<file path="config.mk">
export PLATFORM = sky130hd
export DESIGN_NAME = multicycle_control
export DESIGN_NICKNAME = d
export VERILOG_FILES = /design/src/rtl/multicycle_control.sv
export SDC_FILE = /design/constraint.sdc
export NUM_CORES = 1
export LEC_CHECK = 0
export ABC_AREA = 1
export CORE_MARGIN = 2
export CORE_UTILIZATION = 34
export DETAILED_ROUTE_END_ITERATION = 10
export HOLD_SLACK_MARGIN = 0.02
export PLACE_DENSITY = 0.86
export SLEW_MARGIN = 20
export SYNTH_ARGS = -nofsm -noshare
export SYNTH_HDL_FRONTEND = slang
export SYNTH_SLANG_ARGS = --single-unit
</file>
<file path="constraint.sdc">
create_clock -name clk -period 1.85 [get_ports clk]
set_input_delay 0.4625 -clock clk [delete_from_list [all_inputs] [get_ports clk]]
set_output_delay 0.4625 -clock clk [all_outputs]
set_load 0.05 [all_outputs]
</file>
<file path="src/rtl/multicycle_control.sv">
// multicycle_control: IF/ID/EX/MEM/WB control FSM for the TSC 16-bit CPU (optional INST_COUNT_EN retire counter)
module multicycle_control #(
  parameter int WORD_W = 16,
  parameter int CNT_W  = 16
) (
  input  logic              clk,
  input  logic              reset,
  input  logic [WORD_W-1:0] instr,
  input  logic              mem_ready,
  output logic              mem_read,
  output logic              mem_write,
  output logic              i_or_d,
  output logic              ir_write,
  output logic              pc_write,
  output logic              pc_write_cond,
  output logic [1:0]        pc_source,
  output logic              alu_mode,
  output logic              alu_src_a,
  output logic [1:0]        alu_src_b,
  output logic              reg_write,
  output logic [1:0]        reg_dst,
  output logic [1:0]        mem_to_reg,
  output logic              wwd_en,
  output logic              is_halted,
  output logic [CNT_W-1:0]  num_inst
);
  typedef enum logic [2:0] {S_IF, S_ID, S_EX, S_MEM, S_WB, S_HALT} state_t;
  localparam logic [3:0] OP_ADI = 4'd4, OP_ORI = 4'd5, OP_LHI = 4'd6, OP_LWD = 4'd7;
  localparam logic [3:0] OP_SWD = 4'd8, OP_JMP = 4'd9, OP_JAL = 4'd10, OP_R = 4'd15;
  state_t state, next;
  logic   retire;
  logic [3:0] op;
  logic [5:0] func;
  logic is_r, is_br, is_lwd, is_swd, is_jmp, is_jal, is_jpr, is_jrl, is_wwd, is_hlt;
  logic unused_bits;
  assign op          = instr[15:12];
  assign func        = instr[5:0];
  assign unused_bits = ^instr[11:6];
  assign is_r   = op == OP_R;
  assign is_br  = op <= 4'd3;
  assign is_lwd = op == OP_LWD;
  assign is_swd = op == OP_SWD;
  assign is_jmp = op == OP_JMP;
  assign is_jal = op == OP_JAL;
  assign is_jpr = is_r && func == 6'd25;
  assign is_jrl = is_r && func == 6'd26;
  assign is_wwd = is_r && func == 6'd28;
  assign is_hlt = is_r && func == 6'd29;
  // Next-state and control outputs; everything forced low while reset is asserted
  always_comb begin
    next          = state;
    retire        = 1'b0;
    mem_read      = 1'b0;
    mem_write     = 1'b0;
    i_or_d        = 1'b0;
    ir_write      = 1'b0;
    pc_write      = 1'b0;
    pc_write_cond = 1'b0;
    pc_source     = 2'd0;
    alu_mode      = 1'b0;
    alu_src_a     = 1'b0;
    alu_src_b     = 2'd0;
    reg_write     = 1'b0;
    reg_dst       = 2'd0;
    mem_to_reg    = 2'd0;
    wwd_en        = 1'b0;
    is_halted     = 1'b0;
    if (!reset) begin
      case (state)
        S_IF: begin
          mem_read = 1'b1;
          if (mem_ready) begin
            ir_write  = 1'b1;
            pc_write  = 1'b1;
            alu_src_b = 2'd1;
            next      = S_ID;
          end
        end
        S_ID: begin
          if (is_jmp || is_jal || is_jpr || is_jrl) begin
            pc_write   = 1'b1;
            pc_source  = (is_jpr || is_jrl) ? 2'd3 : 2'd2;
            reg_write  = is_jal || is_jrl;
            reg_dst    = (is_jal || is_jrl) ? 2'd2 : 2'd0;
            mem_to_reg = (is_jal || is_jrl) ? 2'd2 : 2'd0;
            retire     = 1'b1;
            next       = S_IF;
          end else if (is_wwd) begin
            wwd_en = 1'b1;
            retire = 1'b1;
            next   = S_IF;
          end else if (is_hlt) begin
            retire = 1'b1;
            next   = S_HALT;
          end else
            next = S_EX;
        end
        S_EX: begin
          if (is_br) begin
            alu_mode      = 1'b1;
            alu_src_a     = 1'b1;
            pc_write_cond = 1'b1;
            pc_source     = 2'd1;
            retire        = 1'b1;
            next          = S_IF;
          end else if (is_r || op == OP_ADI || op == OP_ORI) begin
            alu_mode  = 1'b1;
            alu_src_a = 1'b1;
            alu_src_b = op == OP_ADI ? 2'd2 : op == OP_ORI ? 2'd3 : 2'd0;
            next      = S_WB;
          end else if (op == OP_LHI)
            next = S_WB;
          else if (is_lwd || is_swd) begin
            alu_src_a = 1'b1;
            alu_src_b = 2'd2;
            next      = S_MEM;
          end else begin
            retire = 1'b1;
            next   = S_IF;
          end
        end
        S_MEM: begin
          i_or_d    = 1'b1;
          mem_read  = is_lwd;
          mem_write = is_swd;
          if (mem_ready) begin
            retire = is_swd;
            next   = is_lwd ? S_WB : S_IF;
          end
        end
        S_WB: begin
          reg_write  = 1'b1;
          reg_dst    = is_r ? 2'd1 : 2'd0;
          mem_to_reg = is_lwd ? 2'd1 : op == OP_LHI ? 2'd3 : 2'd0;
          retire     = 1'b1;
          next       = S_IF;
        end
        S_HALT: is_halted = 1'b1;
        default: next = S_IF;
      endcase
    end
  end
  // State register
  always_ff @(posedge clk) begin
    if (reset) state <= S_IF;
    else       state <= next;
  end
`ifdef INST_COUNT_EN
  logic [CNT_W-1:0] cnt;
  // Retired-instruction counter, wraps naturally
  always_ff @(posedge clk) begin
    if (reset)       cnt <= '0;
    else if (retire) cnt <= cnt + 1'b1;
  end
  assign num_inst = cnt;
`else
  logic unused_retire;
  assign unused_retire = retire;
  assign num_inst      = '0;
`endif
endmodule

</file>
Yosys cells after proc, flatten, opt, wreduce, memory -nomap -nowiden
Index checks and enable logic that the tools add are counted.
Widths: inputs -> output; s select.
- register bits after elaboration: 3
- bits in latches: 0
- bits in writable memories: 0
- bits in read-only memories: 0
- bits of input ports: 19
- output and inout bits: 35
- logic and storage cells: 104
- memories: 0
- $add $sub $neg: 0
- $mul: 0
- div/mod/pow operators: 0
- magnitude comparators: 1
- eq/ne operators: 19
- shifts and indexed selects: 0
- muxes and demuxes: 68
- bitwise operators: 1
- reductions and logical operators: 14
- operator list (operator ; number):
    $mux 1 ; 35
    $mux 2 ; 16
    $mux 3 ; 9
    $eq 6x5->1 const B ; 4
    $eq 4x3->1 const B ; 4
    $eq 4x4->1 const B ; 4
    $pmux 2 s2 ; 4
    $pmux 3 s5 ; 1
    $logic_or 1x1->1 ; 8
    $eq 3x2->1 const B ; 2
    $eq 3x3->1 const B ; 2
    $pmux 1 s2 ; 3
    $le 4x2->1 const B ; 1
    $logic_and 1x1->1 ; 4
    $ne 2x2->1 const B ; 2
    $eq 3x1->1 const B ; 1
    $logic_not 3->1 ; 1
    $reduce_and 3->1 ; 1
    $not 1->1 ; 1

Longest topological paths before layout
Gate-level depths: netlist of the first run.
- depth after elaboration: 8
- depth in mapped cells: 10
- gate-level depth less buffers: 10

Least setup slack after synthesis of the first run
No wires, ideal clock.
- kind: in2out
- start: in instr[15]
- end: out mem_write
- arrival: 1.764 ns
- data required time: 1.387 ns
- setup slack: -0.376 ns
- cell stages on the path: 4
- buffers on the path: 0
- cells stage by stage: inv_2 > nor2_1 > nand2_1 > nor3_1
- word-level cells in the longest chain between the ends: 3
- ends and longest elaborated chain (item ; RTL line ; text):
    start, declared ; 8 ; input logic [WORD_W-1:0] instr,
    $eq 4x4->1 ; 42 ; assign is_swd = op == OP_SWD;
    $mux 1 ; 69 ; case (state)
    $mux 1 ; 68 ; if (!reset) begin
    end, declared ; 11 ; output logic mem_write,
Every way passes these cells.

Worst setup path after layout of the first run
- start: in instr[15]
- end: out mem_to_reg[0]
- word-level cells in the longest chain between the ends: 7
- elaborated cells between the ends (all ways): 15
- classes of those cells: eq/ne: 5; mux: 5; reduce/logical: 5
- ends and longest elaborated chain (item ; RTL line ; text):
    $eq 4x4->1 (on tied branches) ; 43, 39, 44 ;
    $logic_or 1x1->1 or $logic_and 1x1->1 (tied branches) ; 80, 45 ;
    $logic_or 1x1->1 (2 in series) ; 80 ; if (is_jmp || is_jal || is_jpr || is_jrl) begin
    $mux 2 ; 80 ;
    $pmux 2 s2 * ; 69 ;
    $mux 2 * ; 68 ;
    end, declared ; 22 ; output logic [1:0] mem_to_reg,
Mark *: on every way between the ends. The rest lies on a longest branch, timed or not.

==> results of run 1 <==
[placed cells by master, fill, tap and decap left out, drive strengths merged]
| master | Yosys | final |
|---|---|---|
| dlygate4sd2 | 0 | 1 |
| buf | 16 | 60 |
| conb | 1 | 16 |
| nand3 | 8 | 8 |
| o21ai | 4 | 4 |
| nor2 | 26 | 26 |
| nand2 | 34 | 34 |
| dfxtp | 3 | 3 |
| inv | 21 | 21 |
| o211ai | 1 | 1 |
| clkinv | 1 | 1 |
| nand4 | 2 | 2 |
| o41ai | 1 | 1 |
| a21oi | 3 | 3 |
| nor3 | 5 | 5 |
| clkbuf | 0 | 4 |
| clkdlybuf4s15 | 0 | 1 |
| o22ai | 2 | 2 |
[timing repair]
action                     CTS  global route
setup buffers                5             4
resized for setup          100            24
pin swaps                   20            17
setup endpoints to repair   19            18
hold endpoints to repair     0             0
[through the flow]
stage	hold slack, ns	power, µW
2_1_floorplan	0.5316	323.3
3_3_place_gp	0.5906	426.4
3_5_place_dp	0.6113	438.2
4_1_cts	0.5920	598.1
5_1_grt	0.6265	706.7
6_report	0.6035	678.8
[critical path: cells and delay by family]
family,cells,cell delay [ns]
and+or+nand+nor,2,0.33
AOI/OAI and AO/OA,1,0.26
buffers and inverters,4,0.42
[area by class of cell]
class	count	share of cell area, %
Clock buffer	4	1.486
Multi-Input combinational cell	102	45.08
Sequential cell	3	4.034
Timing Repair Buffer	62	42.18
Inverter	22	5.308
Tap cell	27	1.911
[worst max-delay path by stage]
stage,slack [ns],cells after the start,endpoint
floorplan,-0.13,3,alu_src_b[0]
global placement,-0.44,7,alu_src_a
detailed placement,-0.48,8,reg_write
CTS,-0.02,9,mem_to_reg[1]
global route,-0.14,4,alu_src_b[0]
finish,-0.1,7,mem_to_reg[0]
[power by group through the flow]
stage | clock (µW) | sequential, µW | combinational [µW]
2_1_floorplan | 0 | 80.3 | 243
3_3_place_gp | 0 | 80.8 | 346
3_5_place_dp | 0 | 81.3 | 357
4_1_cts | 118 | 80.0 | 400
5_1_grt | 139 | 81.0 | 487
6_report | 125 | 80.2 | 474
[cells by family (layout without fill, tap and decap cells)]
group	Yosys count	after routing	synth area share [%]
DFF	3	3	8.177
and+or+nand+nor	75	75	53.32
other	1	16	0.5106
AOI/OAI and AO/OA	11	11	10.22
buffers and inverters	38	88	27.77
[per-layer routing]
layer  vias up  part of all wire, %  track usage (%)
met4         0                  5.5            14.86
met3        30                  9.3            4.167
li1        504                    -                -
met1       554                   34            28.47
met5         -                    0                0
met2       102                   51            51.10
==> results.ini, run 1 <==
[routing]
drtPass1Iterations=7
drc=0
drt_iter0_markers=49
vias=1190
antenna_left=0
routedWlPerCell_um=19.16
viasPerCell=5.409
wirelength_um=4215

[cells_and_area]
n_antenna_cell=0
num-fill-cells=82
final_core_util_pct=88.31
regArea_um2=71.32
drive_above_1_share_pct=68.91
largest_reg_flops=3
reg_top3=state (3)
fin_nets=213
multi_input_area_um2=797.0
final_area_um2=1768
finalNonFillerCells=220
area_growth_pct=140.7
regMostFlops=state

[sta]
rsz0062_at_grt=yes
finalClockSkew_ns=0.004955
finalSetupViolCount=14
max_freq_mhz=513.9
post-route-period-util_pct=105.2
drv_slew=0
setup_ws_ns=-0.09606
setup_tns_ns=-0.5636
post-route-min-period_ns=1.946
hold_violations=0

[synth]
yosys-top-cells-area=buf_4 (16%), nand2_1 (14%), nor2_1 (11%), dfxtp_1 (8.2%), inv_1 (7.2%)
yosys.area.top_type=buf_4
synthTopCellsByCount=nand2_1 (27), nor2_1 (22), buf_4 (16)
ys_seq_elements=3
async_reset_ff_share_pct=0
synth.most_common_cell=nand2_1
netlist_instances=128
synth_edf_count=0
netlist.area_leader.share_pct=16.35
synth_cell_type_count=25
syn_area_per_cell_um2=5.738
synth_warnings=0
synthesis.area_um2=734.5
yosysSeqAreaShare_pct=8.177
synth_ff_type=dfxtp_1

[critical_path]
slowest_stage=a21oi_4
cp-startpoint=instr[15]
regToRegSetupSlack_ns=0.29
r2r_start=state[2]$_SDFFE_PP0P_
crit_path_cell_trace=buf_6, inv_2, nand2_2, inv_2, nand3_1, a21oi_4, buf_12
crit_path_frequent_cell=inv_2
critPathMaxStageDelay_ns=0.26
endpoint_kind=primary output
required_ns=1.39
startpoint_type=primary input
r2r_cells=8
arrival_ns=1.48
criticalPathCategory=in -> out
cp_max_fo=4
r2r_end=state[0]$_SDFFE_PP0P_

[clocking]
cts_num_sinks=3
cts_root_buffer=clkbuf_4
cts_made_buffers=3
cts.path.max_buffers=2
htreeDepth=1
ctsHoldBuffers=0
path_clk_slew_ns=0.04
clk_latency_ns=0.24
cts_tree=yes

[run_status]
status=finished, violations left
violations=setup timing

[floorplan]
core-area_um2=2002
io_pins=54
fp.dieH_um=50.48
start_util_pct=36.69
die_w_um=50.48
num_rows=16
dieArea_um2=2548

[pwr]
peakVddDrop_v=0.0003570
p_seq_share_pct=11.8
p_clk_share_pct=18.4
p_int_uw=317.2
p_leak_uw=0.0008601
swShare_pct=53.27
switching_power_uw=361.6
p_per_area_nw_per_um2=383.9
combPwrFrac_pct=69.8

[grt]
antenna_found_initial=0
first_global_vias=1129
track_usage_pct=27.19
grt_overflow=0
grt_pass1_wl_um=5250
grt_max_degree=7

[placement]
place_area_um2=1428
gp_congestion=0.9412
pre_cts_slack_ns=-0.4832
dp.cells=207
dp_hpwl_um=2157
io_buffer_count=31

[min_path]
whs_path_depth=3
hp-start=state[2]$_SDFFE_PP0P_
hold_class=reg -> reg
worstHoldEndpoint=state[1]$_SDFFE_PP0P_

[flow_run]
cap_violations=0

(Power assumes the default switching activity.)
==> run 2, diff against run 1 <==
--- a/config.mk
+++ b/config.mk
@@ -6,11 +6,12 @@
 export NUM_CORES = 1
 export LEC_CHECK = 0
 export ABC_AREA = 1
+export CORE_ASPECT_RATIO = 1.2
 export CORE_MARGIN = 2
 export CORE_UTILIZATION = 34
 export DETAILED_ROUTE_END_ITERATION = 10
 export HOLD_SLACK_MARGIN = 0.02
-export PLACE_DENSITY = 0.86
+export PLACE_DENSITY = 0.78
 export SLEW_MARGIN = 20
 export SYNTH_ARGS = -nofsm -noshare
 export SYNTH_HDL_FRONTEND = slang
==> run 2 against run 1 <==
The flow still finishes with violations (setup timing). First-iteration DRC count shrank 71%. Sequential cell count is the same. Sequential share of layout area is essentially flat. Combinational power shrank 12%. Critical endpoint is now pc_source[0].
==> results.ini, run 2 (synthesis results as in run 1) <==
[run_status]
status=finished, violations left  ; unchanged
violations=setup timing  ; unchanged

[critical_path]
endpoint_kind=primary output  ; unchanged
criticalPathCategory=reg -> out  ; was in -> out
cp_max_fo=4  ; unchanged
required_ns=1.39  ; about the same
slowest_stage=dfxtp_4  ; was a21oi_4
critPathMaxStageDelay_ns=0.35  ; was 0.26 ns
startpoint_type=flop  ; was primary input
r2r_end=state[0]$_SDFFE_PP0P_  ; unchanged
r2r_start=state[2]$_SDFFE_PP0P_  ; unchanged
arrival_ns=1.46  ; was 1.48 ns
r2r_cells=10  ; was 8
regToRegSetupSlack_ns=0.35  ; was 0.29 ns
crit_path_cell_trace=inv_4, nor3_4, nand2_4, buf_6, o22ai_4, buf_12  ; was buf_6, inv_2, nand2_2, inv_2, nand3_1, a21oi_4, buf_12

[cells_and_area]
final_common_cell=buf_4  ; unchanged
layout_common_cells=buf_4 (29), buf_12 (19), nand2_1 (17)  ; was buf_4 (26), buf_12 (19), nand2_1 (16), conb_1 (16), inv_2 (12)
final_area_um2=1697  ; was 1768 µm²
fin_nets=214  ; was 213
area_growth_pct=131.0  ; was 140.7%
num-fill-cells=117  ; was 82
final_core_util_pct=82.78  ; was 88.31%
drive_above_1_share_pct=65.98  ; was 68.91%
finalNonFillerCells=224  ; was 220
reg_top3=state (3)  ; unchanged
regMostFlops=state  ; unchanged
n_antenna_cell=0  ; unchanged
largest_reg_flops=3  ; unchanged

[floorplan]
die_w_um=46.43  ; was 50.48 µm
num_rows=18  ; was 16
start_util_pct=35.84  ; was 36.69%
fp.dieH_um=54.91  ; was 50.48 µm
core-area_um2=2049  ; was 2002 µm²
dieArea_um2=2549  ; was 2548 µm²
io_pins=54  ; unchanged

[clocking]
clk_latency_ns=0.24  ; about the same
path_clk_slew_ns=0.04  ; about the same
ctsHoldBuffers=0  ; unchanged
cts_made_buffers=3  ; unchanged
cts_root_buffer=clkbuf_4  ; unchanged
htreeDepth=1  ; unchanged
cts.path.max_buffers=2  ; unchanged
cts_num_sinks=3  ; unchanged
cts_tree=yes  ; unchanged

[sta]
holdWs_ns=0.5811  ; was 0.6035 ns
finalSetupViolCount=7  ; was 14
max_freq_mhz=518.9  ; was 513.9 MHz
drv_slew=0  ; unchanged
post-route-period-util_pct=104.2  ; was 105.2%
post-route-min-period_ns=1.927  ; was 1.946 ns
setup_ws_ns=-0.07724  ; was -0.09606 ns
rsz0062_at_grt=yes  ; unchanged
finalClockSkew_ns=0.001636  ; was 0.004955 ns
hold_violations=0  ; unchanged

[min_path]
whs_path_depth=3  ; unchanged
worstHoldEndpoint=state[0]$_SDFFE_PP0P_  ; was state[1]$_SDFFE_PP0P_
hold_class=in -> reg  ; was reg -> reg
hp-start=reset  ; was state[2]$_SDFFE_PP0P_

[placement]
place_area_um2=1431  ; was 1428 µm²
io_buffer_count=31  ; unchanged
gp_congestion=0.8884  ; was 0.9412
pre_cts_slack_ns=-0.4993  ; was -0.4832 ns
dp_hpwl_um=1850  ; was 2157 µm
dp.cells=210  ; was 207

[routing]
viasPerCell=4.638  ; was 5.409
drtPass1Iterations=4  ; was 7
routedWlPerCell_um=13.42  ; was 19.16 µm
antenna_left=0  ; unchanged
vias=1039  ; was 1,190
drt_iter0_markers=14  ; was 49
drc=0  ; unchanged
wirelength_um=3006  ; was 4215 µm

[pwr]
p_per_area_nw_per_um2=363.7  ; was 383.9 nW/µm²
p_leak_uw=0.0008517  ; was 0.0008601 µW
peakVddDrop_v=0.0004496  ; was 0.0003570 V

[grt]
grt_max_degree=7  ; unchanged
grt_overflow=0  ; unchanged
antenna_found_initial=0  ; unchanged
first_global_vias=972  ; was 1,129
track_usage_pct=21.24  ; was 27.19%
grt_pass1_wl_um=4036  ; was 5250 µm

[flow_run]
cap_violations=0  ; unchanged

==> run 2: cell types whose count changed in the layout (fill, tap and decap cells not counted), moves of 2 or more <==
cell	delta
nand2_2	+2
clkbuf_2	+2
inv_4	-2
nor2_2	+4
inv_2	-2
inv_1	+4
nand2_4	-2
buf_2	-2
nor2_4	-5
buf_4	+3
==> run 2: through the flow <==
stage               setup TNS, ns  total power [µW]
floorplan                 -0.2586             323.3
global placement           -6.608             422.2
detailed placement         -7.463             429.4
CTS                       -0.3740             585.9
global route               -1.137             649.4
finish                    -0.4246             617.0
==> run 2: worst max path at each step <==
stage	endpoint	depth (start not counted)	startpoint	slack [ns]
final	pc_source[0]	6	state[1]$_SDFFE_PP0P_	-0.08
after CTS	pc_source[0]	6	state[1]$_SDFFE_PP0P_	-0.08
after floorplan	alu_src_b[0]	3	state[0]$_SDFFE_PP0P_	-0.13
after detailed placement	alu_src_a	8	instr[15]	-0.50
after global placement	reg_write	8	instr[12]	-0.43
after global routing	pc_source[0]	6	state[1]$_SDFFE_PP0P_	-0.12
==> run 2: metal layers <==
layer | vias to the layer above | track usage (%) | routed length (µm)
met5 | - | 0 | 0
met4 | 0 | 6.667 | 39
met3 | 4 | 2.922 | 139
met2 | 47 | 41.90 | 1730
met1 | 488 | 22.46 | 1096
li1 | 500 | - | -
==> run 2: area by class of cell <==
class / instances / area [µm²] / area share (%)
inverter: 22 / 92.59 / 5.457
clock buffer: 4 / 26.28 / 1.549
multi-input combinational: 102 / 729.5 / 42.99
sequential: 3 / 68.82 / 4.056
tap: 30 / 37.54 / 2.212
timing repair buffer: 63 / 742.0 / 43.73
==> run 2: worst max-delay path: cells and delay by family, from the launching register on <==
| family | cells | cell delay [ns] |
|---|---|---|
| AND/OR/NAND/NOR | 2 | 0.35 |
| flip-flops | 1 | 0.35 |
| buffers and inverters | 3 | 0.36 |
| AO/OA/AOI/OAI | 1 | 0.17 |
==> run 2: report_power, final <==
| group | switching, µW | internal, µW | total [µW] |
|---|---|---|---|
| Sequential | 11.0 | 71.0 | 82.0 |
| Combinational | 265 | 151 | 416 |
| Clock | 37.7 | 81.1 | 119 |
==> run 2: what timing repair did <==
item | in CTS | in global routing
gates resized for setup | 84 | 16
pin swaps | 20 | 15
cloned | 0 | 0
endpoints found under the hold margin | 0 | 0
setup buffers | 5 | 5
endpoints found under the setup margin | 19 | 17
